**src/rtl/seq_pkg.sv**
```systemverilog
// Shared types and helpers for the serial feeder: default word width, state encoding and
// length normalisation.
package seq_pkg;

  localparam int unsigned SEQ_WORD_W = 8;
  localparam int unsigned SEQ_LEN_W  = $clog2(SEQ_WORD_W) + 1;

  typedef enum logic [0:0] {S_IDLE, S_SHIFT} state_e;

  // A length of zero or one beyond the word width selects the full word.
  function automatic int unsigned norm_len(input int unsigned len, input int unsigned max_len);
    return ((len == 0) || (len > max_len)) ? max_len : len;
  endfunction

endpackage

```
**src/rtl/seq_word_buf.sv**
```systemverilog
// One-entry holding register for a word waiting behind the shifter.
module seq_word_buf #(
  parameter int unsigned WORD_W = 8,
  parameter int unsigned LEN_W  = 4
) (
  input  logic              clk,
  input  logic              rst,
  input  logic              load,
  input  logic              take,
  input  logic [WORD_W-1:0] load_data,
  input  logic [LEN_W-1:0]  load_len,
  output logic [WORD_W-1:0] data,
  output logic [LEN_W-1:0]  len,
  output logic              full
);

  logic [WORD_W-1:0] data_q, data_d;
  logic [LEN_W-1:0]  len_q, len_d;
  logic              full_q, full_d;

  always_comb begin
    data_d = data_q;
    len_d  = len_q;
    full_d = full_q;
    if (load) begin
      data_d = load_data;
      len_d  = load_len;
      full_d = 1'b1;
    end else if (take) begin
      full_d = 1'b0;
    end
  end

  always_ff @(posedge clk or negedge rst) begin
    if (!rst) begin
      data_q <= '0;
      len_q  <= '0;
      full_q <= 1'b0;
    end else begin
      data_q <= data_d;
      len_q  <= len_d;
      full_q <= full_d;
    end
  end

  assign data = data_q;
  assign len  = len_q;
  assign full = full_q;

endmodule

```
**src/rtl/seq_serializer.sv**
```systemverilog
// Parallel-to-serial feeder: takes words over valid/ready and emits them MSB-first on x,
// with a one-word pending buffer for gapless streaming.
module seq_serializer
  import seq_pkg::*;
#(
  parameter int unsigned WORD_W   = SEQ_WORD_W,
  parameter logic        IDLE_BIT = 1'b0,
  parameter int unsigned CNT_W    = 16
) (
  input  logic                  clk,
  input  logic                  rst,
  input  logic [WORD_W-1:0]     din,
  input  logic [$clog2(WORD_W):0] din_len,
  input  logic                  din_valid,
  output logic                  din_ready,
  output logic                  x,
  output logic                  x_valid,
  output logic                  busy,
  output logic [CNT_W-1:0]      words_sent
);

  localparam int unsigned LEN_W = $clog2(WORD_W) + 1;

  state_e            state_q, state_d;
  logic [WORD_W-1:0] sh_q, sh_d;
  logic [LEN_W-1:0]  rem_q, rem_d;
  logic [CNT_W-1:0]  cnt_q, cnt_d;
  logic              x_q, x_d;
  logic              xv_q, xv_d;

  logic              accept;
  logic              direct_load;
  logic              pend_load;
  logic              pend_take;
  logic              pend_full;
  logic [WORD_W-1:0] pend_data;
  logic [LEN_W-1:0]  pend_len;
  logic [LEN_W-1:0]  in_len;
  logic [WORD_W-1:0] in_word;

  assign din_ready = !pend_full;
  assign accept    = din_valid && din_ready;
  assign in_len    = LEN_W'(norm_len(32'(din_len), WORD_W));
  // Left-align so the first bit to send always sits in the MSB; unused bits fall off.
  assign in_word   = din << (LEN_W'(WORD_W) - in_len);

  always_comb begin
    state_d     = state_q;
    sh_d        = sh_q;
    rem_d       = rem_q;
    cnt_d       = cnt_q;
    pend_take   = 1'b0;
    direct_load = 1'b0;

    unique case (state_q)
      S_IDLE: begin
        if (pend_full) begin
          pend_take = 1'b1;
        end else if (accept) begin
          direct_load = 1'b1;
        end
      end
      S_SHIFT: begin
        if (rem_q > LEN_W'(1)) begin
          sh_d  = sh_q << 1;
          rem_d = rem_q - LEN_W'(1);
        end else begin
          cnt_d = cnt_q + CNT_W'(1);
          if (pend_full) begin
            pend_take = 1'b1;
          end else if (accept) begin
            direct_load = 1'b1;
          end else begin
            state_d = S_IDLE;
            rem_d   = '0;
          end
        end
      end
      default: state_d = S_IDLE;
    endcase

    if (pend_take) begin
      sh_d    = pend_data;
      rem_d   = pend_len;
      state_d = S_SHIFT;
    end else if (direct_load) begin
      sh_d    = in_word;
      rem_d   = in_len;
      state_d = S_SHIFT;
    end

    pend_load = accept && !direct_load;
    x_d       = (state_d == S_SHIFT) ? sh_d[WORD_W-1] : IDLE_BIT;
    xv_d      = (state_d == S_SHIFT);
  end

  always_ff @(posedge clk or negedge rst) begin
    if (!rst) begin
      state_q <= S_IDLE;
      sh_q    <= '0;
      rem_q   <= '0;
      cnt_q   <= '0;
      x_q     <= IDLE_BIT;
      xv_q    <= 1'b0;
    end else begin
      state_q <= state_d;
      sh_q    <= sh_d;
      rem_q   <= rem_d;
      cnt_q   <= cnt_d;
      x_q     <= x_d;
      xv_q    <= xv_d;
    end
  end

  seq_word_buf #(
    .WORD_W (WORD_W),
    .LEN_W  (LEN_W)
  ) u_pend (
    .clk       (clk),
    .rst       (rst),
    .load      (pend_load),
    .take      (pend_take),
    .load_data (in_word),
    .load_len  (in_len),
    .data      (pend_data),
    .len       (pend_len),
    .full      (pend_full)
  );

  assign x          = x_q;
  assign x_valid    = xv_q;
  assign busy       = (state_q == S_SHIFT) || pend_full;
  assign words_sent = cnt_q;

endmodule

```
**config.mk**
```make
export PLATFORM = sky130hd
export DESIGN_NAME = seq_serializer
export DESIGN_NICKNAME = d
export VERILOG_FILES = /design/src/rtl/seq_pkg.sv /design/src/rtl/seq_word_buf.sv /design/src/rtl/seq_serializer.sv
export SDC_FILE = /design/constraint.sdc
export NUM_CORES = 1
export LEC_CHECK = 0
export CORE_ASPECT_RATIO = 1.1
export CORE_UTILIZATION = 28
export CTS_BUF_LIST = sky130_fd_sc_hd__clkbuf_4
export CTS_CLUSTER_SIZE = 25
export DETAILED_ROUTE_END_ITERATION = 16
export GPL_TIMING_DRIVEN = 0
export SLEW_MARGIN = 30
export SYNTH_ARGS = -nofsm -noshare
export SYNTH_HDL_FRONTEND = slang
export SYNTH_SLANG_ARGS = --single-unit
export TNS_END_PERCENT = 5
```
**constraint.sdc**
```tcl
create_clock -name clk -period 2.45 [get_ports clk]
set_clock_uncertainty 0.15 [all_clocks]
set_input_delay 0.3675 -clock clk [delete_from_list [all_inputs] [get_ports clk]]
set_output_delay 0.3675 -clock clk [all_outputs]
set_load 0.01 [all_outputs]
```
# After elaboration in Yosys (flattened, before gate mapping)
# Cells that the tools add are included.
# Widths: inputs -> output; s select.
# totals
output_inout_bits	20
word_cells	58
reg_bits	43
inputBits	15
# classes
shifts	1
bitwise_logic	2
reduce_logical	13
order_cmp	2
add_sub_neg	3
eq_ne	2
muxes	26
# op_table
cell	n
$mux 8	4
$mux 4	7
$add 16x1->16 const B	1
$mux 1	13
$shl 8x4->8	1
$reduce_bool 3->1	2
$gt 4x1->1 const B	1
$gt 4x4->1 const B	1
$logic_not 4->1	1
$ne 4x1->1 const B	1
$ne 4x4->1 const B	1
$pmux 1 s2	2
$reduce_and 2->1	2
$sub 4x1->4 const B	1
$sub 4x4->4 const A	1
$reduce_and 3->1	1
$logic_and 1x1->1	2
$logic_not 1->1	2
$logic_or 1x1->1	2
$not 1->1	2
$reduce_bool 2->1	1

# Logic depth before layout (Yosys ltp)
# depth
ltp_word	9
mapped_depth	11
mapped_depth_nobuf	8

# By module
# Synthesis repeated with hierarchy kept, for this count alone.
# hier_totals
hier_cells	256
area_unflattened_um2	2527.4
# by_module_without_submodules
module	cells_each	n_inst	area_each_um2
seq_serializer	228	1	2009.4
seq_word_buf	28	1	518.0

# Worst setup path after synthesis
# Ideal clock, no wire load.
# synth_timing
kind	input port to flip-flop
start	in din_len[0]
end	reg u_pend.data_q[6] (netlist: u_pend.data[6])
n_path_buf	3
setup_time_ps	132
t_arrival_ps	2021
cell_stages	11
slack_ps	147
cell_sequence	buf_6 > nor2b_4 > buf_6 > inv_6 > ha_1 > buf_2 > mux2_2 > a22oi_1 > o21ai_1 > o22ai_1 > o21ai_0
# synth_between
elab_chain_cells	5
# synth_lines
item	line	rtl
start, declared	seq_serializer.sv:13	input logic [$clog2(WORD_W):0] din_len,
$gt 4x4->1 / $logic_not 4->1 (equally long branches)	seq_pkg.sv:12	return ((len == 0) || (len > max_len)) ? max_len : len;
$logic_or 1x1->1	seq_pkg.sv:12	
$mux 4 (*)	seq_pkg.sv:12	
$sub 4x4->4 (*)	seq_serializer.sv:45	assign in_word = din << (LEN_W'(WORD_W) - in_len);
$shl 8x4->8 (*)	seq_serializer.sv:45	
end signal, assigned	seq_word_buf.sv:40	data_q <= data_d;
end, declared	seq_word_buf.sv:17	logic [WORD_W-1:0] data_q, data_d;
# Mark *: on every way between the ends. The rest lies on a longest branch, timed or not.
# A chain may end at the register's enable or synchronous reset.

# Worst setup path in the final report
# layout_timing
start	reg u_pend.full_q (netlist: u_pend.full)
end	out din_ready
# layout_between
elab_chain_cells	1
# layout_lines
item	line	rtl
start, declared	seq_word_buf.sv:19	logic full_q, full_d;
start signal, assigned	seq_word_buf.sv:42	full_q <= full_d;
$logic_not 1->1	seq_serializer.sv:41	assign din_ready = !pend_full;
end, declared	seq_serializer.sv:15	output logic din_ready,
# No other way between the ends.

==> reports/qor.json <==
{
  "yosysWarnings": {"value": 0},
  "timing.critical_path.slowest_cell_delay": {"value": 0.62, "unit": "ns"},
  "critical_path.slowest_cell": {"value": "clkdlybuf4s50_1"},
  "number_of_clock_buffers_inserted_by_tritoncts": {"value": 5},
  "cts_post_setup_buffers_inserted": {"value": 0},
  "maxSlewHeadroom": {"value": 64.94, "unit": "%"},
  "finalSetupViolations": {"value": 0},
  "synth-compound-area-share": {"value": 16.97, "unit": "%"},
  "track_usage": {"value": 12.90, "unit": "%"},
  "outcome": {"value": "complete, no violations"},
  "yosys.area_share.adder": {"value": 2.026, "unit": "%"},
  "main_combinational_cell_family_by_area_after_synthesis": {"value": "simple AND/OR/NAND/NOR gates"},
  "core_area": {"value": 0.008452, "unit": "mm^2"},
  "setup.worst_path.class": {"value": "reg2out"},
  "synth_mux_area_share": {"value": 9.524, "unit": "%"},
  "post_drt_via_cell_ratio": {"value": 4.935},
  "routedWlPerCell": {"value": 13.49, "unit": "um"},
  "synth.area.top_cells": {"value": "dfrtp_1 (43%), nand2_1 (5.6%), mux2_2 (4.6%)"},
  "clock_latency": {"value": 0.35, "unit": "ns"},
  "floorplan.initialDensity": {"value": 29.22, "unit": "%"},
  "syn_area_per_cell": {"value": 9.320, "unit": "um^2"},
  "antenna_found_initial": {"value": 0},
  "synth-edff-count": {"value": 0},
  "total_detailed_routing_wirelength": {"value": 5597, "unit": "um"},
  "die_width": {"value": 91.55, "unit": "um"},
  "combined_area_of_all_synthesized_cells": {"value": 0.002470, "unit": "mm^2"},
  "nNetsFinal": {"value": 323},
  "achievable-frequency": {"value": 431.4, "unit": "MHz"},
  "final_antenna_net_count": {"value": 0},
  "cp_top_family": {"value": "buffers and inverters"},
  "relative_area_change_from_synthesis_to_final_layout": {"value": 23.76, "unit": "%"},
  "finalHoldViolCount": {"value": 0},
  "clockBufferDepth": {"value": 2},
  "dpl.cell_count": {"value": 409},
  "power_density": {"value": 925.9, "unit": "mW/mm^2"},
  "die_h": {"value": 100.5, "unit": "um"},
  "timing.hold.worst.class": {"value": "in2async"},
  "asyncSetResetFlopFracSynth": {"value": 100.0, "unit": "%"},
  "synthXorXnorAreaFrac": {"value": 6.383, "unit": "%"},
  "path_max_fanout": {"value": 12},
  "yosys.cell_count.top_type": {"value": "dfrtp_1"},
  "ir_worst_vdd": {"value": 0.0002519, "unit": "V"},
  "yosysTopAreaCellShare": {"value": 42.55, "unit": "%"},
  "grt_setup_unrepaired": {"value": "false"},
  "maximum_number_of_pins_on_one_net_before_global_route_repair": {"value": 19},
  "crit_path_end_kind": {"value": "output port"},
  "grt_pass1_vias": {"value": 2008},
  "first_pass_grt_wire_length": {"value": 9535, "unit": "um"},
  "clk_pin_slew": {"value": 0.12, "unit": "ns"},
  "dpl.hpwl": {"value": 4362, "unit": "um"},
  "cts_root_buffer": {"value": "clkbuf_4"},
  "design.portCount": {"value": 35},
  "route.vias.total": {"value": 2048},
  "final_cell_count_no_fill": {"value": 415},
  "max_cap_violations": {"value": 0},
  "timing_worst_slew_pin_value": {"value": 0.5219, "unit": "ns"},
  "fillerInstances": {"value": 873},
  "tritoncts": {"value": "yes"},
  "crit_path_start_kind": {"value": "flop"},
  "finalCriticalPeriod": {"value": 2.318, "unit": "ns"},
  "die_area": {"value": 0.009201, "unit": "mm^2"},
  "postSynthCellCount": {"value": 265},
  "synth-seq-cells": {"value": 42},
  "fp-row-count": {"value": 35},
  "hold-worst-slack": {"value": 0.2710, "unit": "ns"},
  "critPathArrivalTime": {"value": 1.80, "unit": "ns"},
  "port_buffers": {"value": 31},
  "critical_path.cell_chain": {"value": "inv_1 > clkdlybuf4s50_1"},
  "period_utilization_post_route": {"value": 94.62, "unit": "%"},
  "synth-main-ff-cell": {"value": "dfrtp_1"},
  "synth_area_leader_cell": {"value": "dfrtp_1"},
  "synth_sequential_area_ratio": {"value": 42.55, "unit": "%"},
  "gp_congestion": {"value": 0.8486},
  "tritoncts_num_sinks": {"value": 42},
  "fin_area": {"value": 0.003057, "unit": "mm^2"},
  "drc_errors": {"value": 0},
  "drive_gt1_share": {"value": 12.17, "unit": "%"},
  "yosys-top-cells-count": {"value": "dfrtp_1 (42), nand2_1 (37), o21ai_0 (20)"},
  "post_dp_cell_area": {"value": 0.002969, "unit": "mm^2"},
  "critical_path_required": {"value": 1.93, "unit": "ns"},
  "cts-htree-levels": {"value": 2},
  "share_of_synthesized_cell_area_in_and_or_nand_and_nor_gates": {"value": 17.68, "unit": "%"},
  "drt_iter0_markers": {"value": 82},
  "global_route.overflow_total": {"value": 0},
  "finalMaxSlewViolations": {"value": 0},
  "drt_pass1_iterations": {"value": 4},
  "post_synth_num_cell_types": {"value": 52},
  "synth_fp_nets": {"value": 284},
  "power_leakage": {"value": 1.320, "unit": "nW"},
  "antenna-diode-count": {"value": 0},
  "cp.buffers_inverters": {"value": 2}
}
final timing paths:
path,start,endpoint,slack (ns),cells past startpoint
max in group asynchronous,rst,u_pend.full,1.31,4
worst min register to register,words_sent[15],words_sent[15],0.33,1
min in group clk,din_len[3],u_pend.len[3],0.30,3
worst max-delay path,u_pend.full,din_ready,0.13,2
worst min-delay path,rst,words_sent[3],0.27,2
worst max register to register,rem_q[0],sh_q[4],0.15,8
cell usage in the layout (no fill, tap or decap), types with 2 or more instances in the layout:
cell	Yosys	routed
a32oi_1	2	2
nor2_1	15	15
a211oi_1	2	2
nand2b_1	2	2
a21oi_1	5	5
mux2_2	10	10
o22ai_1	5	5
xnor2_1	9	8
o211ai_1	2	2
xor2_1	9	9
buf_2	4	4
nor3_1	8	8
a31oi_1	3	3
clkdlybuf4s50_1	0	30
nand3_1	7	7
buf_6	2	2
o31ai_1	2	2
dfrtp_1	42	41
o41ai_1	2	2
o21ai_1	3	4
and3_1	4	4
o21bai_1	2	2
a22oi_1	7	7
a21o_1	3	3
nand2_1	37	37
o21ai_0	20	19
buf_16	0	2
ha_1	4	3
or2_2	3	3
clkbuf_1	8	6
mux2i_1	10	10
clkbuf_4	0	6
nor2b_1	5	5
inv_1	7	7
layer usage:
| metal | vias up | GRT usage [%] | routed length (um) |
|---|---|---|---|
| met1 | 976 | 16.93 | 2782 |
| met3 | 6 | 2.489 | 166 |
| li1 | 1021 | - | - |
| met2 | 45 | 21.86 | 2591 |
| met5 | - | 0 | 0 |
| met4 | 0 | 3.297 | 58 |
through the flow:
step | total power [W] | setup WS, ns | TNS, ns | utilization, %
finish | 0.002830 | 0.1318 | 0 | 36.17
CTS | 0.002859 | 0.05586 | 0 | 36.02
global placement | 0.002369 | -0.3071 | -14.25 | 34.54
floorplan | 0.001980 | 0.1471 | 0 | -
detailed placement | 0.002425 | -0.3397 | -2.009 | 35.13
global route | 0.003054 | 0.02629 | 0 | 36.17
flip-flops by register name, indices dropped and copies added, names as in the netlist:
register,count
words_sent,16
u_pend.data,8
sh_q,7
rem_q,4
u_pend.len,4
u_pend.full,1
x,1
x_valid,1
worst register-to-register path, cell delays in order (launching register included):
cell and delay (ns):
dfrtp_1 0.40, inv_1 0.08, ha_1 0.23, or2_1 0.29, a21oi_2 0.34, clkbuf_1 0.39
nor2_1 0.09, a21oi_1 0.13, o31ai_1 0.08
final cells by class:
type                    count  area (um^2)  area share (%)
plain buffers              14        80.08           2.620
clock buffers               5        37.54           1.228
clock inverters             2        33.78           1.105
inverters                   8        35.03           1.146
multi-input cells         199         1309           42.82
flip-flops and latches     42         1052           34.42
well taps                 111        138.9           4.544
repair buffers             34        370.4           12.12
logic make-up after synthesis:
logic type                 count (synthesis)
xor gates and xnor gates                  18
buffers and inverters                     24
AOI/OAI and AO/OA                         65
muxes                                     21
adders and majority gates                  4
and+or+nand+nor                           91
DFF                                       42
repair_timing:
action	CTS	global route
hold endpoints to repair	10	0
hold buffers	1	0
gates resized for setup	1	4
setup endpoints to repair	2	5
pin swaps	0	0
power by group:
| part | switching [W] | internal, W | total, W |
|---|---|---|---|
| sequential | 0.000183 | 0.000931 | 0.00111 |
| clock | 0.000223 | 0.000206 | 0.000429 |
| combinational | 0.000704 | 0.000583 | 0.00129 |
Note: power is estimated with default switching activity, not from simulation.
